[config.mk]
export PLATFORM = sky130hd
export DESIGN_NAME = uart_rx_fifo
export DESIGN_NICKNAME = d
export VERILOG_FILES = /design/src/rtl/uart_rx_fifo.sv
export SDC_FILE = /design/constraint.sdc
export NUM_CORES = 1
export LEC_CHECK = 0
export CAP_MARGIN = 20
export CELL_PAD_IN_SITES_DETAIL_PLACEMENT = 1
export CELL_PAD_IN_SITES_GLOBAL_PLACEMENT = 1
export CORE_ASPECT_RATIO = 1.25
export CORE_MARGIN = 5
export CORE_UTILIZATION = 40
export DETAILED_ROUTE_END_ITERATION = 8
export GPL_TIMING_DRIVEN = 0
export PLACE_DENSITY_LB_ADDON = 0.1
export SKIP_CTS_REPAIR_TIMING = 1
export SYNTH_ARGS = -nofsm -noshare
export SYNTH_HDL_FRONTEND = slang
export SYNTH_SLANG_ARGS = --single-unit
[constraint.sdc]
create_clock -name clk -period 4.81 [get_ports clk]
set_clock_uncertainty 0.2 [all_clocks]
set_input_delay 0.7215 -clock clk [delete_from_list [all_inputs] [get_ports clk]]
set_output_delay 0.7215 -clock clk [all_outputs]
set_load 0.01 [all_outputs]
[src/rtl/uart_rx_fifo.sv]
// UART receiver (8N1, or 8E1 when UART_RX_PARITY_EN is defined) feeding a
// first-word-fall-through FIFO with registered head, count and sticky error flags.
module uart_rx_fifo #(
  parameter int CLK_DIV    = 434,
  parameter int FIFO_DEPTH = 8
) (
  input  logic                        clk,
  input  logic                        resetb,
  input  logic                        serial_rx,
  input  logic                        rd_en,
  output logic [7:0]                  rd_data,
  output logic                        rx_valid,
  output logic                        fifo_full,
  output logic [$clog2(FIFO_DEPTH):0] fifo_count,
  output logic                        overrun,
  output logic                        frame_err,
  output logic                        parity_err,
  input  logic                        clr_err
);

  localparam int AW       = $clog2(FIFO_DEPTH);
  localparam int HALF_INT = CLK_DIV / 2;
  localparam int FULL_INT = CLK_DIV - 1;
  localparam logic [15:0] HALF_RELOAD = HALF_INT[15:0];
  localparam logic [15:0] FULL_RELOAD = FULL_INT[15:0];
  localparam logic [AW:0] DEPTH_CNT   = FIFO_DEPTH[AW:0];
  localparam logic [AW:0] PTR_ONE     = {{AW{1'b0}}, 1'b1};
  localparam logic [AW:0] PTR_ZERO    = {(AW+1){1'b0}};

`ifdef UART_RX_PARITY_EN
  typedef enum logic [2:0] {
    S_IDLE  = 3'd0,
    S_START = 3'd1,
    S_DATA  = 3'd2,
    S_STOP  = 3'd3,
    S_PAR   = 3'd4
  } state_e;

  function automatic logic even_parity(input logic [7:0] data);
    return ^data;
  endfunction
`else
  typedef enum logic [2:0] {
    S_IDLE  = 3'd0,
    S_START = 3'd1,
    S_DATA  = 3'd2,
    S_STOP  = 3'd3
  } state_e;
`endif

  logic        sync1_q, sync2_q, rx_s;
  state_e      state_q, state_d;
  logic [15:0] timer_q, timer_d;
  logic [2:0]  bit_idx_q, bit_idx_d;
  logic [7:0]  shift_q, shift_d;
  logic        expired_s, push_req_s, frame_set_s;
`ifdef UART_RX_PARITY_EN
  logic        par_bad_q, par_bad_d, par_set_s, parity_err_q;
`endif

  // 2-FF synchronizer; stages reset to idle-high
  always_ff @(posedge clk or negedge resetb) begin
    if (!resetb) begin
      sync1_q <= 1'b1;
      sync2_q <= 1'b1;
    end else begin
      sync1_q <= serial_rx;
      sync2_q <= sync1_q;
    end
  end
  assign rx_s      = sync2_q;
  assign expired_s = (timer_q == 16'd0);

  // receiver state register
  always_ff @(posedge clk or negedge resetb) begin
    if (!resetb) begin
      state_q   <= S_IDLE;
      timer_q   <= 16'd0;
      bit_idx_q <= 3'd0;
      shift_q   <= 8'h00;
`ifdef UART_RX_PARITY_EN
      par_bad_q <= 1'b0;
`endif
    end else begin
      state_q   <= state_d;
      timer_q   <= timer_d;
      bit_idx_q <= bit_idx_d;
      shift_q   <= shift_d;
`ifdef UART_RX_PARITY_EN
      par_bad_q <= par_bad_d;
`endif
    end
  end

  // receiver next-state and frame verdict
  always_comb begin
    state_d     = state_q;
    timer_d     = timer_q;
    bit_idx_d   = bit_idx_q;
    shift_d     = shift_q;
    push_req_s  = 1'b0;
    frame_set_s = 1'b0;
`ifdef UART_RX_PARITY_EN
    par_bad_d   = par_bad_q;
    par_set_s   = 1'b0;
`endif
    case (state_q)
      S_IDLE: begin
        if (rx_s == 1'b0) begin
          state_d = S_START;
          timer_d = HALF_RELOAD;
        end else begin
          state_d = S_IDLE;
        end
      end
      S_START: begin
        if (expired_s) begin
          timer_d   = FULL_RELOAD;
          bit_idx_d = 3'd0;
          // a line already back high at mid-start is a glitch, not a frame
          if (rx_s) begin
            state_d = S_IDLE;
          end else begin
            state_d = S_DATA;
          end
        end else begin
          timer_d = timer_q - 16'd1;
        end
      end
      S_DATA: begin
        if (expired_s) begin
          shift_d[bit_idx_q] = rx_s;
          timer_d            = FULL_RELOAD;
          bit_idx_d          = bit_idx_q + 3'd1;
          if (bit_idx_q == 3'd7) begin
`ifdef UART_RX_PARITY_EN
            state_d = S_PAR;
`else
            state_d = S_STOP;
`endif
          end else begin
            state_d = S_DATA;
          end
        end else begin
          timer_d = timer_q - 16'd1;
        end
      end
`ifdef UART_RX_PARITY_EN
      S_PAR: begin
        if (expired_s) begin
          par_bad_d = (rx_s != even_parity(shift_q));
          timer_d   = FULL_RELOAD;
          state_d   = S_STOP;
        end else begin
          timer_d = timer_q - 16'd1;
        end
      end
`endif
      S_STOP: begin
        if (expired_s) begin
          state_d = S_IDLE;
          if (!rx_s) begin
            frame_set_s = 1'b1;
`ifdef UART_RX_PARITY_EN
          end else if (par_bad_q) begin
            par_set_s = 1'b1;
`endif
          end else begin
            push_req_s = 1'b1;
          end
        end else begin
          timer_d = timer_q - 16'd1;
        end
      end
      default: begin
        state_d = S_IDLE;
      end
    endcase
  end

  logic [AW:0] wptr_q, wptr_d, rptr_q, rptr_d, count_d, count_q;
  logic        empty_s, full_s, pop_s, do_push_s, ovr_set_s;
  logic        rx_valid_q, fifo_full_q, overrun_q, frame_err_q;
  logic [7:0]  rd_data_q, head_d;
  logic [7:0]  mem_q [FIFO_DEPTH];

  assign empty_s = (wptr_q == rptr_q);
  assign full_s  = (wptr_q == {~rptr_q[AW], rptr_q[AW-1:0]});

  // FIFO pointer update and next registered head
  always_comb begin
    pop_s     = rd_en && !empty_s;
    do_push_s = push_req_s && (!full_s || pop_s);
    ovr_set_s = push_req_s && full_s && !pop_s;
    if (do_push_s) begin
      wptr_d = wptr_q + PTR_ONE;
    end else begin
      wptr_d = wptr_q;
    end
    if (pop_s) begin
      rptr_d = rptr_q + PTR_ONE;
    end else begin
      rptr_d = rptr_q;
    end
    count_d = wptr_d - rptr_d;
    // the new head may be the byte being written in this very cycle
    if (count_d == PTR_ZERO) begin
      head_d = rd_data_q;
    end else if (do_push_s && (rptr_d == wptr_q)) begin
      head_d = shift_q;
    end else begin
      head_d = mem_q[rptr_d[AW-1:0]];
    end
  end

  // FIFO storage, pointers and registered status outputs
  always_ff @(posedge clk or negedge resetb) begin
    if (!resetb) begin
      wptr_q      <= PTR_ZERO;
      rptr_q      <= PTR_ZERO;
      count_q     <= PTR_ZERO;
      rx_valid_q  <= 1'b0;
      fifo_full_q <= 1'b0;
      rd_data_q   <= 8'h00;
      for (int i = 0; i < FIFO_DEPTH; i++) begin
        mem_q[i] <= 8'h00;
      end
    end else begin
      wptr_q      <= wptr_d;
      rptr_q      <= rptr_d;
      count_q     <= count_d;
      rx_valid_q  <= (count_d != PTR_ZERO);
      fifo_full_q <= (count_d == DEPTH_CNT);
      rd_data_q   <= head_d;
      if (do_push_s) begin
        mem_q[wptr_q[AW-1:0]] <= shift_q;
      end
    end
  end

  // sticky error flags; a set beats a simultaneous clear
  always_ff @(posedge clk or negedge resetb) begin
    if (!resetb) begin
      overrun_q    <= 1'b0;
      frame_err_q  <= 1'b0;
`ifdef UART_RX_PARITY_EN
      parity_err_q <= 1'b0;
`endif
    end else begin
      if (ovr_set_s) begin
        overrun_q <= 1'b1;
      end else if (clr_err) begin
        overrun_q <= 1'b0;
      end
      if (frame_set_s) begin
        frame_err_q <= 1'b1;
      end else if (clr_err) begin
        frame_err_q <= 1'b0;
      end
`ifdef UART_RX_PARITY_EN
      if (par_set_s) begin
        parity_err_q <= 1'b1;
      end else if (clr_err) begin
        parity_err_q <= 1'b0;
      end
`endif
    end
  end

  assign rd_data    = rd_data_q;
  assign rx_valid   = rx_valid_q;
  assign fifo_full  = fifo_full_q;
  assign fifo_count = count_q;
  assign overrun    = overrun_q;
  assign frame_err  = frame_err_q;
`ifdef UART_RX_PARITY_EN
  assign parity_err = parity_err_q;
`else
  assign parity_err = 1'b0;
`endif

endmodule

* Word level (Yosys, flattened, before mapping)
Cells that the tools add are included. W data, S select, Z words.
Word-level totals: output and inout bits 17, bits in registers 120, logic and storage cells 106
Operators by class: bitwise logic cells 3, muxes and demuxes 34, equal/unequal tests 13, add/subtract/negate cells 5, reduce and logical (&&, ||, !) cells 24, order comparisons 5
Operators with widths (count):
- $bwmux W64 | 1
- $mux W16 | 3
- $pmux W16 S3 | 1
- $mux W8 | 4
- $bmux W8 S3 | 1
- $demux W8 S3 | 1
- $logic_not A16 Y1 | 1
- $sub A16 B1 Y16 const B | 1
- $eq A4 B4 Y1 | 3
- $mux W1 | 12
- $mux W3 | 4
- $pmux W3 S4 | 1
- $ne A2 B2 Y1 const B | 5
- $reduce_and A3 Y1 | 3
- $add A4 B1 Y4 const B | 2
- $bwmux W8 | 1
- $ge A4 B4 Y1 const B | 2
- $mux W4 | 2
- $not A3 Y4 | 2
- $logic_and A1 B1 Y1 | 7
- $eq A3 B2 Y1 const B | 2
- $pmux W3 S2 | 1
- $reduce_bool A2 Y1 | 3
- $eq A4 B4 Y1 const B | 1
- 18 further kinds | 20

* Logic depth before layout (Yosys ltp)
depth in word-level cells 9, mapped depth 17

* Worst setup path after synthesis
OpenSTA, ideal clock, no wires.
path kind flip-flop to flip-flop, start point register rptr_q[0], end point register rd_data_q[0] (netlist: rd_data[0]), clock period less this slack 3.960 ns, stages on the path, launching flop included 15, data required time 4.482 ns, setup slack 0.850 ns, buffers on the path 4, arrival time 3.632 ns, cell sequence dfrtp_1 buf_6 xor2_2 o41ai_4 xor2_4 buf_8 buf_12 inv_1 ha_1 inv_1 fa_1 nor3_1 and2_1 buf_2 o31ai_2
RTL lines:
- from (decl) | RTL line 181 | logic [AW:0] wptr_q, wptr_d, rptr_q, rptr_d, count_d, count_q;
- from (signal assigned) | RTL line 230 | rptr_q <= rptr_d;
- branches (longest 3 deep; another with $add A4 B1 Y4)
- $mux W4 (*) | RTL line 200 | if (pop_s) begin
- net rptr_d[0] | RTL line 181
- $sub A4 B4 Y4 (*) | RTL line 205 | count_d = wptr_d - rptr_d;
- net count_d[1] | RTL line 181
- $logic_not A4 Y1 (*) | RTL line 207 | if (count_d == PTR_ZERO) begin
- to (signal assigned) | RTL line 224 | rd_data_q <= 8'h00;
- to (signal assigned) | RTL line 234 | rd_data_q <= head_d;
- to (decl) | RTL line 184 | logic [7:0] rd_data_q, head_d;
Mark *: on every way through the listed nets, which the timed path passes. The select of a mux whose other input is x is not followed. A chain may end at the register's enable or synchronous reset.

* Worst setup path in the final report
start point register timer_q[11], end point register rd_data_q[3] (netlist: rd_data[3])
On the way: longest elaborated chain between the ends 7
RTL lines:
- from (decl) | RTL line 53 | logic [15:0] timer_q, timer_d;
- from (signal assigned) | RTL line 86 | timer_q <= timer_d;
- $logic_not A16 Y1 | RTL line 72 | assign expired_s = (timer_q == 16'd0);
- $mux W1 | RTL line 160 | if (expired_s) begin
- $mux W1 | RTL line 107 | case (state_q)
- $logic_and A1 B1 Y1 | RTL line 193 | do_push_s = push_req_s && (!full_s || pop_s);
- $mux W4 | RTL line 195 | if (do_push_s) begin
- $sub A4 B4 Y4 | RTL line 205
- net count_d[2] | RTL line 181
- $logic_not A4 Y1 | RTL line 207
The timed path passes the listed nets, and every way through them passes these cells.

==> metrics.txt <==
status=complete, no violations; Post-Synthesis Cells=496; met1 wire length=5.766 mm; Clk Latency, worst-skew pair=0.41 ns; Synth async-reset ratio=100.0%; Data required, critical path=4.90 ns; Layout Cells excl Fill=733; P_leak=3.288 nW; Final Max Slew Viols=0; Die ar.=17660 um2; syn nets=517; htree depth=4; post-layout min period=4.230 ns; grt ovf=0; Worst EP arrival=4.32 ns; largest family of logic cells by synthesized area=multiplexers; xor-xnor portion of the synthesized cell area=4.064%; initial antenna violation count=0; root buf cell=clkbuf_16; nets=559; Ys Warns=0; clock sink count=119; CTS tree=yes; top sig layer=met4; n_diodes=0; power density cells=439.6 nW/um2; drt wl/cell=18.14 um; CP max-delay cell=nor4_1; critical path type=flip-flop to flip-flop; CP startpoint kind=flip-flop; R2R depth=13; largest area contributor in the synthesized netlist=dfrtp_1; final setup fails=0; Syn Std Cell Area=6035 um2; RSZ-0062 raised after global routing=false; adder-cell area share of the yosys netlist=3.442%; Final ANT Viol Nets=0; I/O Buffers=20; crit-path max FO=9; All-Layer GR Usage=16.20%; Final Hold Fails=0; Yosys reg bits=119; vias=3978; worst-path cell chain=nor4_1 -> nand2_1 -> nor2_1 -> nand3_2 -> xor2_1 -> ha_1 -> inv_1 -> fa_1 -> xor2_1 -> nor3_1 -> and2_1 -> buf_2 -> o31ai_2; reg2reg end=rd_data[3]$_DFFE_PN0P_; starting density of the core=40.53%; dpl hpwl=9.738 mm; Final GP Congestion=0.7888; Slew HR=34.18%; Fin Setup TNS=0 ns; hold crit path type=flip-flop to flip-flop; Max-cap violations=0; Clk pin slew, worst setup/hold paths=0.06 ns; 1st-pass router iterations=4; first-pass GRT wire length=22.65 mm; number of synthesized flops with an enable pin=0; Most used DFF post-synth=dfrtp_1; Worst Hold Endpoint=rx_s$_DFF_PN1_; share of cells above drive strength 1=25.05%; row count=50; WL final=13.30 mm; drc violations=0; sequential fraction of the synthesis area=49.39%; Synth area leaders=dfrtp_1, mux2_2, ha_1, mux4_1, mux2i_1; total CTS buffers=17; DR WL met2=7.030 mm; vias per inst=5.427; Chip Height=147.3 um; Reg2Reg Setup Slack=0.58 ns; slowest stage delay, CP=0.86 ns; buffer levels on the longest clock path=2; met3 wire length=325 um; mux contribution to synthesized area=19.66%; Worst-Margin Slew=0.9783 ns; Max IR drop VDD=259.8 uV; vias in the first global route=4389; compound-cell area share of the yosys netlist=9.102%; core box area=14890 um2; largest net degree at the start of global routing=99; Avg Cell Area, Syn=12.17 um2; area grow syn2layout=17.54%; share of the synthesized area in the top cell type=48.52%; Fillers=1575; CP endpoint kind=flip-flop; fmax=236.4 MHz; CP most frequent cell=xor2_1; Hold Path Origin=sync1_q$_DFF_PN1_; # IOs=22; # placed instances=699; Detailed Route Iter0 Violations=154; crit share post-route=87.94%; Horiz. Die Dim=119.9 um; simple-gate share of the synthesized area=10.95%; worst hold path depth=0; Yosys cell types=59; reg2reg start=timer_q[11]$_DFFE_PN0P_
==> report_power, final <==
part | internal (W) | total (W) | switching (W)
combinational | 0.000308 | 0.000805 | 0.000496
clock | 0.000786 | 0.00124 | 0.000455
sequential | 0.00105 | 0.00107 | 0.0000255
==> cells in the mapped netlist, types with 3 or more instances <==
cell type	count
ha_1	15
nor4_1	7
nand2b_1	5
clkbuf_1	5
mux2i_1	18
nor3_1	10
a211oi_1	10
nand2_1	28
o22ai_1	10
dfrtp_1	117
mux2_2	73
o31ai_2	8
xnor2_1	14
mux4_1	7
a31oi_1	3
a21oi_1	12
o21ai_0	10
nand3_1	16
buf_1	8
buf_2	7
nor2_1	41
xor2_1	9
inv_1	16
==> cell usage in the layout (no fill, tap or decap), types with 3 or more instances in the layout <==
cell type / instances
a21oi_1: 12
inv_1: 16
xor2_1: 9
buf_2: 7
clkdlybuf4s50_1: 19
clkbuf_1: 6
o31ai_2: 8
nand3_1: 16
nor3_1: 10
nand2_1: 28
mux2_2: 73
o21ai_0: 10
a211oi_1: 10
mux4_1: 7
nand2b_1: 5
clkbuf_16: 17
mux2i_1: 18
ha_1: 15
a31oi_1: 3
clkinvlp_4: 4
o22ai_1: 10
nor2_1: 41
nor4_1: 7
xnor2_1: 14
clkinv_2: 4
buf_1: 8
dfrtp_1: 117
==> worst max-delay path by stage <==
| stage | start | endpoint | slack, ns |
|---|---|---|---|
| finish | timer_q[11]$_DFFE_PN0P_ | rd_data[3]$_DFFE_PN0P_ | 0.58 |
| global route | timer_q[11]$_DFFE_PN0P_ | rd_data[6]$_DFFE_PN0P_ | 0.15 |
| CTS | timer_q[11]$_DFFE_PN0P_ | rd_data[6]$_DFFE_PN0P_ | -0.20 |
| detailed placement | rd_en | rd_data[3]$_DFFE_PN0P_ | -0.22 |
| global placement | resetb | mem_q[35]$_DFFE_PN0P_ | -1.89 |
| floorplan | rptr_q[0]$_DFF_PN0_ | rd_data[0]$_DFFE_PN0P_ | 0.85 |
==> state kept, by name (all words and copies together), names as in the netlist, 2 cells and up <==
signal      cells
fifo_count      4
rptr_q          4
shift_q         8
wptr_q          4
rd_data         8
bit_idx_q       3
state_q         2
timer_q        16
mem_q          64
==> metrics by stage <==
step / worst slack (ns) / util, % / hold slack, ns / total power, W / area, um2
after detailed placement: -0.2191 / 43.60 / 0.1470 / 0.001899 / 6491
final: 0.5801 / 47.64 / 0.1547 / 0.003118 / 7093
after global placement: -1.892 / 43.40 / 0.1454 / 0.001879 / 6462
after floorplan: 0.8504 / - / 0.1452 / 0.001654 / 6035
after global routing: 0.1537 / 47.64 / 0.1564 / 0.003278 / 7093
after CTS: -0.2011 / 47.52 / -0.04834 / 0.003170 / 7076
==> cell type report <==
cell class              instances  area [um2]  area share (%)
clock inverters                12       127.6           1.799
inverters                      17       63.81          0.8996
repair buffers                 23       246.5           3.475
plain buffers                  24       137.6           1.940
well taps                     182       227.7           3.210
flip-flops and latches        119        2980           42.02
clock buffers                  20       456.7           6.439
multi-input cells             336        2853           40.22
==> cell families (layout without fill, tap and decap cells) <==
group / count (synthesis) / in the layout
and+or+nand+nor: 125 / 125
DFF: 119 / 119
muxes: 98 / 98
AOI/OAI and AO/OA: 71 / 71
buffers and inverters: 41 / 96
xor gates and xnor gates: 25 / 25
adders and majority gates: 16 / 16
other: 1 / 1
==> worst max-delay path: cells and delay by family, from the launching register on <==
kind / cells / cell delay [ns]
AND/OR/NAND/NOR: 6 / 1.94
adder cells (fa/ha/maj): 2 / 0.58
XOR/XNOR: 2 / 0.53
flip-flops: 1 / 0.42
buffers and inverters: 2 / 0.32
AO/OA/AOI/OAI: 1 / 0.12
==> layer usage <==
layer,track usage (%),vias to the layer above
met3,3.774,15
met2,28.68,52
li1,-,1889
met1,19.33,2022
met5,0,-
met4,5.387,0
(Power assumes the default switching activity.)
